### src/rtl/sbus_mem_ctl.sv
// rtl/sbus_mem_ctl.sv - SBUS memory-side responder over a 1-cycle-latency single-port RAM.
// Optional write-strobe timeout: define SBUS_MEM_WR_TIMEOUT_EN.
module sbus_mem_ctl #(
    parameter int AW         = 22,
    parameter int WR_TIMEOUT = 64
) (
    input  logic          CLK,
    input  logic          CROBAR_N,
    input  logic          SBUS_MEM_RESET,
    input  logic          SBUS_START_A,
    input  logic          SBUS_START_B,
    input  logic [3:0]    SBUS_RQ,
    input  logic          SBUS_RD_RQ,
    input  logic          SBUS_WR_RQ,
    input  logic [AW-1:0] SBUS_ADR,
    input  logic          SBUS_ADR_PAR,
    input  logic [35:0]   SBUS_D_IN,
    input  logic          SBUS_DATA_PAR_IN,
    input  logic          SBUS_DATA_VALID_A_IN,
    input  logic          SBUS_DATA_VALID_B_IN,
    output logic          SBUS_ACKN_A,
    output logic          SBUS_ACKN_B,
    output logic          SBUS_DATA_VALID_A_OUT,
    output logic          SBUS_DATA_VALID_B_OUT,
    output logic [35:0]   SBUS_D_OUT,
    output logic          SBUS_DATA_PAR_OUT,
    output logic          SBUS_ERROR,
    output logic          SBUS_ADR_PAR_ERR,
    output logic [AW-1:0] RAM_ADR,
    output logic          RAM_WE,
    output logic [36:0]   RAM_WDATA,
    input  logic [36:0]   RAM_RDATA
);

    typedef enum logic [2:0] {S_IDLE, S_ACK, S_RD, S_WR, S_DRAIN} state_t;

    // First set mask bit at or after position s, wrapping mod 4.
    function automatic logic [1:0] next_pos(input logic [3:0] m, input logic [1:0] s);
        logic [1:0] p;
        next_pos = s;
        for (int i = 3; i >= 0; i--) begin
            p = s + 2'(i);
            if (m[p]) next_pos = p;
        end
    endfunction

    state_t        state_q;
    logic          port_b_q, ok_q, rd_q, inflight_q, arm_a_q, arm_b_q;
    logic [AW-3:0] base_q;
    logic [1:0]    pos_q;
    logic [3:0]    mask_q;
    logic          ack_a_q, ack_b_q, dv_a_q, dv_b_q, err_q, par_err_q, ram_we_q;
    logic [35:0]   dout_q;
    logic          dpar_q;
    logic [AW-1:0] ram_adr_q;
    logic [36:0]   ram_wdata_q;
`ifdef SBUS_MEM_WR_TIMEOUT_EN
    localparam int TW = $clog2(WR_TIMEOUT) + 1;
    logic [TW-1:0] tmo_q;
`endif

    logic        take_a, take_b, adr_par_ok, wr_stb;
    logic [1:0]  first_pos, pos_d;
    logic [3:0]  mask_d;
    logic [36:0] wr_word;

    assign take_a     = SBUS_START_A & arm_a_q;
    assign take_b     = SBUS_START_B & arm_b_q & ~take_a;
    assign adr_par_ok = ^{SBUS_ADR, SBUS_ADR_PAR};
    assign first_pos  = next_pos(SBUS_RQ, SBUS_ADR[1:0]);
    assign mask_d     = mask_q & ~(4'b0001 << pos_q);
    assign pos_d      = next_pos(mask_d, pos_q + 2'd1);
    assign wr_stb     = port_b_q ? SBUS_DATA_VALID_B_IN : SBUS_DATA_VALID_A_IN;
    assign wr_word    = {SBUS_DATA_PAR_IN, SBUS_D_IN};

    always_ff @(posedge CLK or negedge CROBAR_N) begin
        if (!CROBAR_N) begin
            state_q     <= S_IDLE;
            port_b_q    <= 1'b0;
            ok_q        <= 1'b0;
            rd_q        <= 1'b0;
            inflight_q  <= 1'b0;
            arm_a_q     <= 1'b1;
            arm_b_q     <= 1'b1;
            base_q      <= '0;
            pos_q       <= 2'd0;
            mask_q      <= 4'd0;
            ack_a_q     <= 1'b0;
            ack_b_q     <= 1'b0;
            dv_a_q      <= 1'b0;
            dv_b_q      <= 1'b0;
            err_q       <= 1'b0;
            par_err_q   <= 1'b0;
            ram_we_q    <= 1'b0;
            dout_q      <= 36'd0;
            dpar_q      <= 1'b0;
            ram_adr_q   <= '0;
            ram_wdata_q <= 37'd0;
`ifdef SBUS_MEM_WR_TIMEOUT_EN
            tmo_q       <= '0;
`endif
        end else begin
            ack_a_q    <= 1'b0;
            ack_b_q    <= 1'b0;
            dv_a_q     <= 1'b0;
            dv_b_q     <= 1'b0;
            err_q      <= 1'b0;
            par_err_q  <= 1'b0;
            ram_we_q   <= 1'b0;
            inflight_q <= 1'b0;
            arm_a_q    <= arm_a_q | ~SBUS_START_A;
            arm_b_q    <= arm_b_q | ~SBUS_START_B;

            // RAM_RDATA now holds the word whose address the RAM sampled last edge.
            if (inflight_q && !SBUS_MEM_RESET) begin
                dv_a_q <= ~port_b_q;
                dv_b_q <= port_b_q;
                dout_q <= RAM_RDATA[35:0];
                dpar_q <= RAM_RDATA[36];
                err_q  <= ~^RAM_RDATA;
            end

            case (state_q)
                S_IDLE: begin
                    if (take_a || take_b) begin
                        port_b_q  <= take_b;
                        ack_a_q   <= take_a;
                        ack_b_q   <= take_b;
                        if (take_a) arm_a_q <= 1'b0;
                        if (take_b) arm_b_q <= 1'b0;
                        base_q    <= SBUS_ADR[AW-1:2];
                        mask_q    <= SBUS_RQ;
                        pos_q     <= first_pos;
                        ram_adr_q <= {SBUS_ADR[AW-1:2], first_pos};
                        rd_q      <= SBUS_RD_RQ;
                        par_err_q <= ~adr_par_ok;
                        err_q     <= ~adr_par_ok | (SBUS_RD_RQ == SBUS_WR_RQ);
                        ok_q      <= adr_par_ok & (SBUS_RD_RQ != SBUS_WR_RQ) & (|SBUS_RQ);
                        state_q   <= S_ACK;
                    end
                end
                S_ACK, S_RD: begin
                    if (state_q == S_ACK && !ok_q) begin
                        state_q <= S_IDLE;
                    end else if (state_q == S_ACK && !rd_q) begin
`ifdef SBUS_MEM_WR_TIMEOUT_EN
                        tmo_q <= TW'(WR_TIMEOUT - 2);
`endif
                        state_q <= S_WR;
                    end else begin
                        inflight_q <= 1'b1;
                        mask_q     <= mask_d;
                        pos_q      <= pos_d;
                        ram_adr_q  <= {base_q, pos_d};
                        state_q    <= (mask_d == 4'd0) ? S_DRAIN : S_RD;
                    end
                end
                S_DRAIN: state_q <= inflight_q ? S_DRAIN : S_IDLE;
                S_WR: begin
                    if (wr_stb) begin
                        ram_we_q    <= 1'b1;
                        ram_wdata_q <= wr_word;
                        ram_adr_q   <= {base_q, pos_q};
                        err_q       <= ~^wr_word;
                        mask_q      <= mask_d;
                        pos_q       <= pos_d;
`ifdef SBUS_MEM_WR_TIMEOUT_EN
                        tmo_q       <= TW'(WR_TIMEOUT - 1);
`endif
                        if (mask_d == 4'd0) state_q <= S_IDLE;
                    end
`ifdef SBUS_MEM_WR_TIMEOUT_EN
                    else if (tmo_q == '0) begin
                        err_q   <= 1'b1;
                        state_q <= S_IDLE;
                    end else begin
                        tmo_q <= tmo_q - TW'(1);
                    end
`endif
                end
                default: state_q <= S_IDLE;
            endcase

            if (SBUS_MEM_RESET) begin
                state_q    <= S_IDLE;
                inflight_q <= 1'b0;
                ack_a_q    <= 1'b0;
                ack_b_q    <= 1'b0;
                dv_a_q     <= 1'b0;
                dv_b_q     <= 1'b0;
                err_q      <= 1'b0;
                par_err_q  <= 1'b0;
                ram_we_q   <= 1'b0;
                arm_a_q    <= 1'b0;
                arm_b_q    <= 1'b0;
            end
        end
    end

    assign SBUS_ACKN_A           = ack_a_q;
    assign SBUS_ACKN_B           = ack_b_q;
    assign SBUS_DATA_VALID_A_OUT = dv_a_q;
    assign SBUS_DATA_VALID_B_OUT = dv_b_q;
    assign SBUS_D_OUT            = dout_q;
    assign SBUS_DATA_PAR_OUT     = dpar_q;
    assign SBUS_ERROR            = err_q;
    assign SBUS_ADR_PAR_ERR      = par_err_q;
    assign RAM_ADR               = ram_adr_q;
    assign RAM_WE                = ram_we_q;
    assign RAM_WDATA             = ram_wdata_q;

endmodule

### config.mk
export PLATFORM = sky130hd
export DESIGN_NAME = sbus_mem_ctl
export DESIGN_NICKNAME = d
export VERILOG_FILES = /design/src/rtl/sbus_mem_ctl.sv
export SDC_FILE = /design/constraint.sdc
export NUM_CORES = 1
export LEC_CHECK = 0
export ABC_AREA = 1
export CAP_MARGIN = 20
export CORE_MARGIN = 10
export CORE_UTILIZATION = 44
export CTS_CLUSTER_SIZE = 16
export DETAILED_ROUTE_END_ITERATION = 16
export PLACE_DENSITY = 0.79
export REMOVE_ABC_BUFFERS = 1
export SYNTH_ARGS = -nofsm -noshare
export SYNTH_HDL_FRONTEND = slang
export SYNTH_SLANG_ARGS = --single-unit
### constraint.sdc
create_clock -name CLK -period 2 [get_ports CLK]
set_input_delay 0.3 -clock CLK [delete_from_list [all_inputs] [get_ports CLK]]
set_output_delay 0.3 -clock CLK [all_outputs]
set_load 0.05 [all_outputs]
# Word-level counts from Yosys, hierarchy flattened

Cells that the tools add are included.

Flip-flop bits (word level): 138

$add $sub $neg: 7
$lt $le $gt $ge: 8
Eq/ne operators: 13
Shift-type cells: 1
Mux-type cells: 82
Bitwise gates (word level): 15
Reductions and logical operators: 19

Operator list:

| cell                                                | count |
|---|---|
| 2-to-1 mux 22 bit                                   | 4 |
| XNOR reduction 37 bit                               | 2 |
| one-hot mux 22 bit (3 select lines)                 | 1 |
| 2-to-1 mux 1 bit                                    | 41 |
| < comparator 2 x 3 -> 1 bit (second input constant) | 8 |
| 2-to-1 mux 2 bit                                    | 12 |
| 2-to-1 mux 3 bit                                    | 8 |
| XOR reduction 23 bit                                | 1 |
| binary-select mux 1 bit (select 2 bit)              | 8 |
| 2-to-1 mux 4 bit                                    | 4 |
| one-hot mux 3 bit (4 select lines)                  | 1 |
| one-hot mux 4 bit (3 select lines)                  | 1 |
| != test 3 bit (second input constant)               | 3 |
| adder 2 bit (second input constant)                 | 4 |
| != test 2 bit (second input constant)               | 4 |
| adder 2 x 1 -> 2 bit (second input constant)        | 3 |
| == test 3 x 2 -> 1 bit (second input constant)      | 2 |
| one-hot mux 2 bit (3 select lines)                  | 1 |
| bitwise AND 1 bit                                   | 5 |
| inverter 1 bit                                      | 5 |
| AND reduction 5 bit                                 | 1 |
| bitwise AND 4 bit                                   | 1 |
| logical NOT 4 bit                                   | 1 |
| inverter 4 bit                                      | 1 |
| 16 further kinds                                    | 23 |

# Longest topological paths before layout

Gate-level depths: netlist of run 1.

Word-level depth: 12
Mapped depth: 18
Gate-level depth less buffers: 18

# Worst setup path before layout of run 1

OpenSTA, ideal clock, no wires.

Kind: register to register
From: register pos_q[0]
To: register pos_q[0]
Setup time: 87 ps
Data arrival time: 1,870 ps
Setup slack: 43 ps
Stages on the path, launching flop included: 14
Buffers on the path: 1
Period minus slack after synthesis: 1,957 ps
Path through: dfrtp_1 buf_2 inv_1 ha_1 or2_2 o21ai_0 nand2_1 nand2_1 inv_1 nand2_1 nand2_1 nand2_1 nand3_1 a22oi_1

Cells in the longest elaborated chain, start to end: 12

RTL lines:

| element                                                      | line | source |
|---|---|---|
| start: declaration                                           | 50   | `logic [1:0] pos_q;` |
| start signal: assignment                                     | 133  | `pos_q <= first_pos;` |
| start signal: assignment                                     | 153  | `pos_q <= pos_d;` |
| start signal: assignment                                     | 166  | `pos_q <= pos_d;` |
| branches (longest 8 deep; another with adder 2 x 1 -> 2 bit) | -    |  |
| 2-to-1 mux 2 bit (*)                                         | 43   | `if (m[p]) next_pos = p;` |
| 2-to-1 mux 2 bit                                             | 145  | `end else if (state_q == S_ACK && !rd_q) begin` |
| 2-to-1 mux 2 bit                                             | 143  | `if (state_q == S_ACK && !ok_q) begin` |
| one-hot mux 2 bit (3 select lines) (*)                       | 123  | `case (state_q)` |

Mark *: on every way between the ends. The select of a mux whose other input is x is not followed.
A chain may end at the register's enable or synchronous reset.

# Worst setup path after layout of run 1

From: register pos_q[0]
To: register ram_adr_q[0] (netlist: RAM_ADR[0])

Cells in the longest elaborated chain, start to end: 12

RTL lines:

| element                                                       | line | source |
|---|---|---|
| branches (longest 11 deep; another with adder 2 x 1 -> 2 bit) | -    |  |
| one-hot mux 22 bit (3 select lines) (*)                       | 123  |  |
| end signal: assignment                                        | 134  | `ram_adr_q <= {SBUS_ADR[AW-1:2], first_pos};` |
| end signal: assignment                                        | 154  | `ram_adr_q <= {base_q, pos_d};` |
| end signal: assignment                                        | 163  | `ram_adr_q <= {base_q, pos_q};` |
| end: declaration                                              | 55   | `logic [AW-1:0] ram_adr_q;` |

Marked as above.

==> results of run 1 <==
## cells in the mapped netlist, types with 8 or more instances
cell type	n
sky130_fd_sc_hd__a21oi_1	8
sky130_fd_sc_hd__a31oi_1	24
sky130_fd_sc_hd__clkbuf_1	19
sky130_fd_sc_hd__dfrtp_1	136
sky130_fd_sc_hd__inv_1	93
sky130_fd_sc_hd__mux2_2	16
sky130_fd_sc_hd__nand2_1	564
sky130_fd_sc_hd__nand3_1	33
sky130_fd_sc_hd__nor2_1	50
sky130_fd_sc_hd__o21ai_0	61
sky130_fd_sc_hd__xnor2_1	28
sky130_fd_sc_hd__xor2_1	24
## layer usage
metal / wire [µm] / part of all wire (%) / vias to the layer above
met5: 0 / 0 / -
met4: 527 / 2.3 / 0
met3: 1501 / 6.6 / 36
met2: 11040 / 48 / 228
met1: 9732 / 43 / 3559
li1: - / - / 3879
## path summary, 6_finish.rpt
path / end / from / depth (start not counted) / slack [ns]
worst max-delay path: RAM_ADR[0]$_DFFE_PN0P_ / pos_q[0]$_DFFE_PN0P_ / 12 / -0.001
worst min-delay path: RAM_ADR[2]$_DFFE_PN0P_ / CROBAR_N / 2 / 0.37
worst max register to register: RAM_ADR[0]$_DFFE_PN0P_ / pos_q[0]$_DFFE_PN0P_ / 12 / -0.001
worst min register to register: SBUS_DATA_VALID_A_OUT$_DFF_PN0_ / port_b_q$_DFFE_PN0P_ / 1 / 0.46
max in group asynchronous: base_q[3]$_DFFE_PN0P_ / CROBAR_N / 3 / 1.03
min in group CLK: arm_a_q$_DFF_PN1_ / SBUS_START_A / 2 / 0.44
## kinds of logic after synthesis
kind of cell	Yosys count	synth area share (%)
adders and majority gates	4	0.6460
buffers and inverters	127	6.476
and+or+nand+nor	656	32.72
xor gates and xnor gates	52	5.879
AOI/OAI and AO/OA	102	7.348
DFF	138	44.61
muxes	16	2.326
## registers in the layout (all words and copies together), names as in the netlist, 2 cells and up
register,count
pos_q,2
SBUS_D_OUT,36
state_q,3
RAM_ADR,22
RAM_WDATA,37
mask_q,4
base_q,20
## worst reg2reg max path, stage by stage, from the launching register on
cell and delay (ns):
sky130_fd_sc_hd__dfrtp_1 0.39, sky130_fd_sc_hd__buf_4 0.18, sky130_fd_sc_hd__ha_1 0.20, sky130_fd_sc_hd__inv_1 0.05, sky130_fd_sc_hd__nand2_1 0.14, sky130_fd_sc_hd__nand2_1 0.13
sky130_fd_sc_hd__o21ai_2 0.08, sky130_fd_sc_hd__o21a_1 0.17, sky130_fd_sc_hd__nand2_1 0.05, sky130_fd_sc_hd__nand2_1 0.07, sky130_fd_sc_hd__nand3_1 0.13, sky130_fd_sc_hd__nand3_1 0.13
sky130_fd_sc_hd__a31oi_1 0.21
## report_power, final
| part | internal (µW) | switching (µW) | total, µW |
|---|---|---|---|
| Combinational | 3630 | 6940 | 10600 |
| Sequential | 4120 | 706 | 4830 |
| Clock | 1810 | 1330 | 3140 |
| Total | 9560 | 8980 | 18500 |
## area by class of cell
| cell class | count | area [µm²] | area share [%] |
|---|---|---|---|
| diodes | 2 | 5.005 | 0.04534 |
| clock buffers | 19 | 452.9 | 4.103 |
| clock inverters | 13 | 131.4 | 1.190 |
| inverters | 96 | 360.3 | 3.264 |
| multi-input cells | 830 | 3835 | 34.74 |
| flip-flops and latches | 138 | 3457 | 31.32 |
| well taps | 225 | 281.5 | 2.550 |
| repair buffers | 256 | 2516 | 22.79 |
## repair_timing
item	CTS	global route
setup buffers	0	1
hold endpoints to repair	37	0
setup endpoints to repair	0	27
gates resized for setup	0	12
hold buffers	1	0
## stage by stage
stage	power (µW)	util, %	hold WS [ns]	cells	area [µm²]
4_1_cts	18390	63.45	0.3826	1576	10980
2_1_floorplan	11390	-	0.004409	1064	7606
5_1_grt	19660	63.81	0.4135	1578	11040
3_3_place_gp	14960	60.02	0.2553	1543	10380
6_report	18540	63.82	0.3739	1579	11040
3_5_place_dp	15170	60.02	0.2573	1543	10380
==> Flow_metrics.wiki, run 1 <==
{| class="wikitable"
! Metric !! Value
|-
| Vias per inst || around 4.9
|-
| Max-Cap Viols || 0
|-
| Clock buffer count from CTS || 17
|-
| Register area share after synthesis || 44.61%
|-
| Leakage power || 0.005662 µW
|-
| Clock transition at the registers of the reported paths || 0.06 ns
|-
| Slowest library cell on the worst path || sky130_fd_sc_hd__dfrtp_1
|-
| Most used flip-flop cell after synthesis || sky130_fd_sc_hd__dfrtp_1
|-
| Nets@finish || 1,453
|-
| Delay of the slowest cell on the worst path || 0.39 ns
|-
| Data arrival time of the critical path || 2.34 ns
|-
| Top cell type by total area after synthesis || sky130_fd_sc_hd__dfrtp_1
|-
| Crit path buf inv count || 2
|-
| Total Die Area || between 20,000 and 25,000 µm²
|-
| Final hold violations || 0
|-
| Kind of path behind the tightest hold check || primary input to asynchronous set/reset pin
|-
| Worst-skew pair later-pin latency || around 0.43 ns
|-
| Core Area || 17,300 µm²
|-
| Number of vias in the routed layout || slightly below 8,000
|-
| Routed WL per cell || 14.44 µm
|-
| Most common cell after layout, fill and taps aside || sky130_fd_sc_hd__nand2_1
|-
| Top Family by Delay on Critical Path || simple AND/OR/NAND/NOR gates
|-
| Setup repair after global routing missed its margin || yes
|-
| Critical Path Start Type || flop
|-
| Post-Synthesis Cell Area || 7747 µm²
|-
| Total number of H-tree levels || 4
|-
| Met1 usage || a little under a quarter
|-
| Total global routing track utilization || 18.95%
|-
| FP Rows || 48
|-
| Number of warnings issued by yosys || 0
|-
| Critical path type || flop to flop
|-
| Largest net degree at the start of global routing || 61
|-
| Initial core utilization || 44.79%
|-
| First-pass GRT wire length || 37.07 mm
|-
| Setup violations, final || 1
|-
| Number of flops mapped to enable cells by yosys || 0
|-
| Clock tree from TritonCTS || done
|-
| Tightest slew margin relative to the limit || 62.12%
|-
| Final Skew || 0.01335 ns
|-
| Worst slew pin tran || roughly 0.57 ns
|-
| HPWL Detailed || 17.30 mm
|-
| Post-placement setup slack || -0.07534 ns
|-
| Port Buffers || 212
|-
| Maximum resistive drop on vdd || ~0.00090 V
|-
| Die width || 152.7 µm
|-
| CP Cell Sequence || buf_4 -> ha_1 -> inv_1 -> nand2_1 -> nand2_1 -> o21ai_2 -> o21a_1 -> nand2_1 -> nand2_1 -> nand3_1 -> nand3_1 -> a31oi_1
|-
| Antenna violations before repair || 1
|-
| Overall die height || 152.7 µm
|-
| Ratio of total power to cell area || roughly 1700 nW/µm²
|-
| Count of pins on the block boundary || about 210
|-
| Area share of the largest cell type after synthesis || around 44%
|-
| Most Crowded Layer GR || met2
|-
| Count of filler cells inserted in the layout || 1,525
|-
| Required time of the critical path || about 2.3 ns
|-
| Most used cells in the layout excluding fill and tap cells || sky130_fd_sc_hd__nand2_1, sky130_fd_sc_hd__clkdlybuf4s50_1, sky130_fd_sc_hd__dfrtp_1
|-
| Met2 track demand over resource in global routing || 31.81%
|-
| Shortest period the worst path allows || ~2.0 ns
|-
| Leading cell types by total area after synthesis || sky130_fd_sc_hd__dfrtp_1, sky130_fd_sc_hd__nand2_1, sky130_fd_sc_hd__inv_1
|-
| Run status || complete, but fails checks
|-
| Total Routed Length || roughly 23 mm
|-
| Number of sinks on the clock net || 138
|-
| Post-Syn Area per Cell || 7.075 µm²
|-
| Achievable frequency || 499.6 MHz
|-
| Layout overhead on the synthesized area || 42.49%
|-
| Number of global-route vias before repair || 7,468
|-
| Final worst path period share || 100.1%
|-
| Aggregate negative setup slack || -0.001477 ns
|-
| Mapped Cells || 1,095
|-
| Grt ovf || 0
|-
| Share of cells above drive strength 1 || 8.358%
|-
| Most used cell, CP || sky130_fd_sc_hd__nand2_1
|-
| Detailed-route DRC error count || 0
|-
| Sort of element at the end of the critical path || flop
|-
| Unique masters post-synth || 33
|-
| Max Buffers Root-to-Sink || 2
|-
| Number of slew-limit violations in the final report || 0
|-
| Weighted congestion reported at the end of routability-driven placement || 0.8608
|-
| Cell at the root of the clock tree || sky130_fd_sc_hd__clkbuf_16
|-
| First-pass detailed-route iteration total || 5
|-
| Final worst setup slack || -0.001477 ns
|-
| Violated checks || negative setup slack
|-
| Met3 track utilization from global routing || 5.278%
|-
| #FFs+latches synth || 138
|-
| Number of nets with antenna violations after routing || 0
|-
| Post-synth ARST share || between 90% and 100%
|-
| Largest fanout on the critical path || 9
|-
| Detailed Route Iter0 Violations || 400
|}
Power figures use the tool's default switching activity.
==> run 2, diff against run 1 <==
Settings changed: TNS_END_PERCENT set to 30.
==> results of run 2 <==
Same layout as run 1: the final DEF is identical, and so are final timing and power.
==> run 3, diff against run 2 <==
Settings changed: ABC_CLOCK_PERIOD_IN_PS set to 2000.
==> results of run 3 <==
Same layout as run 1: the final DEF is identical, and so are final timing and power.
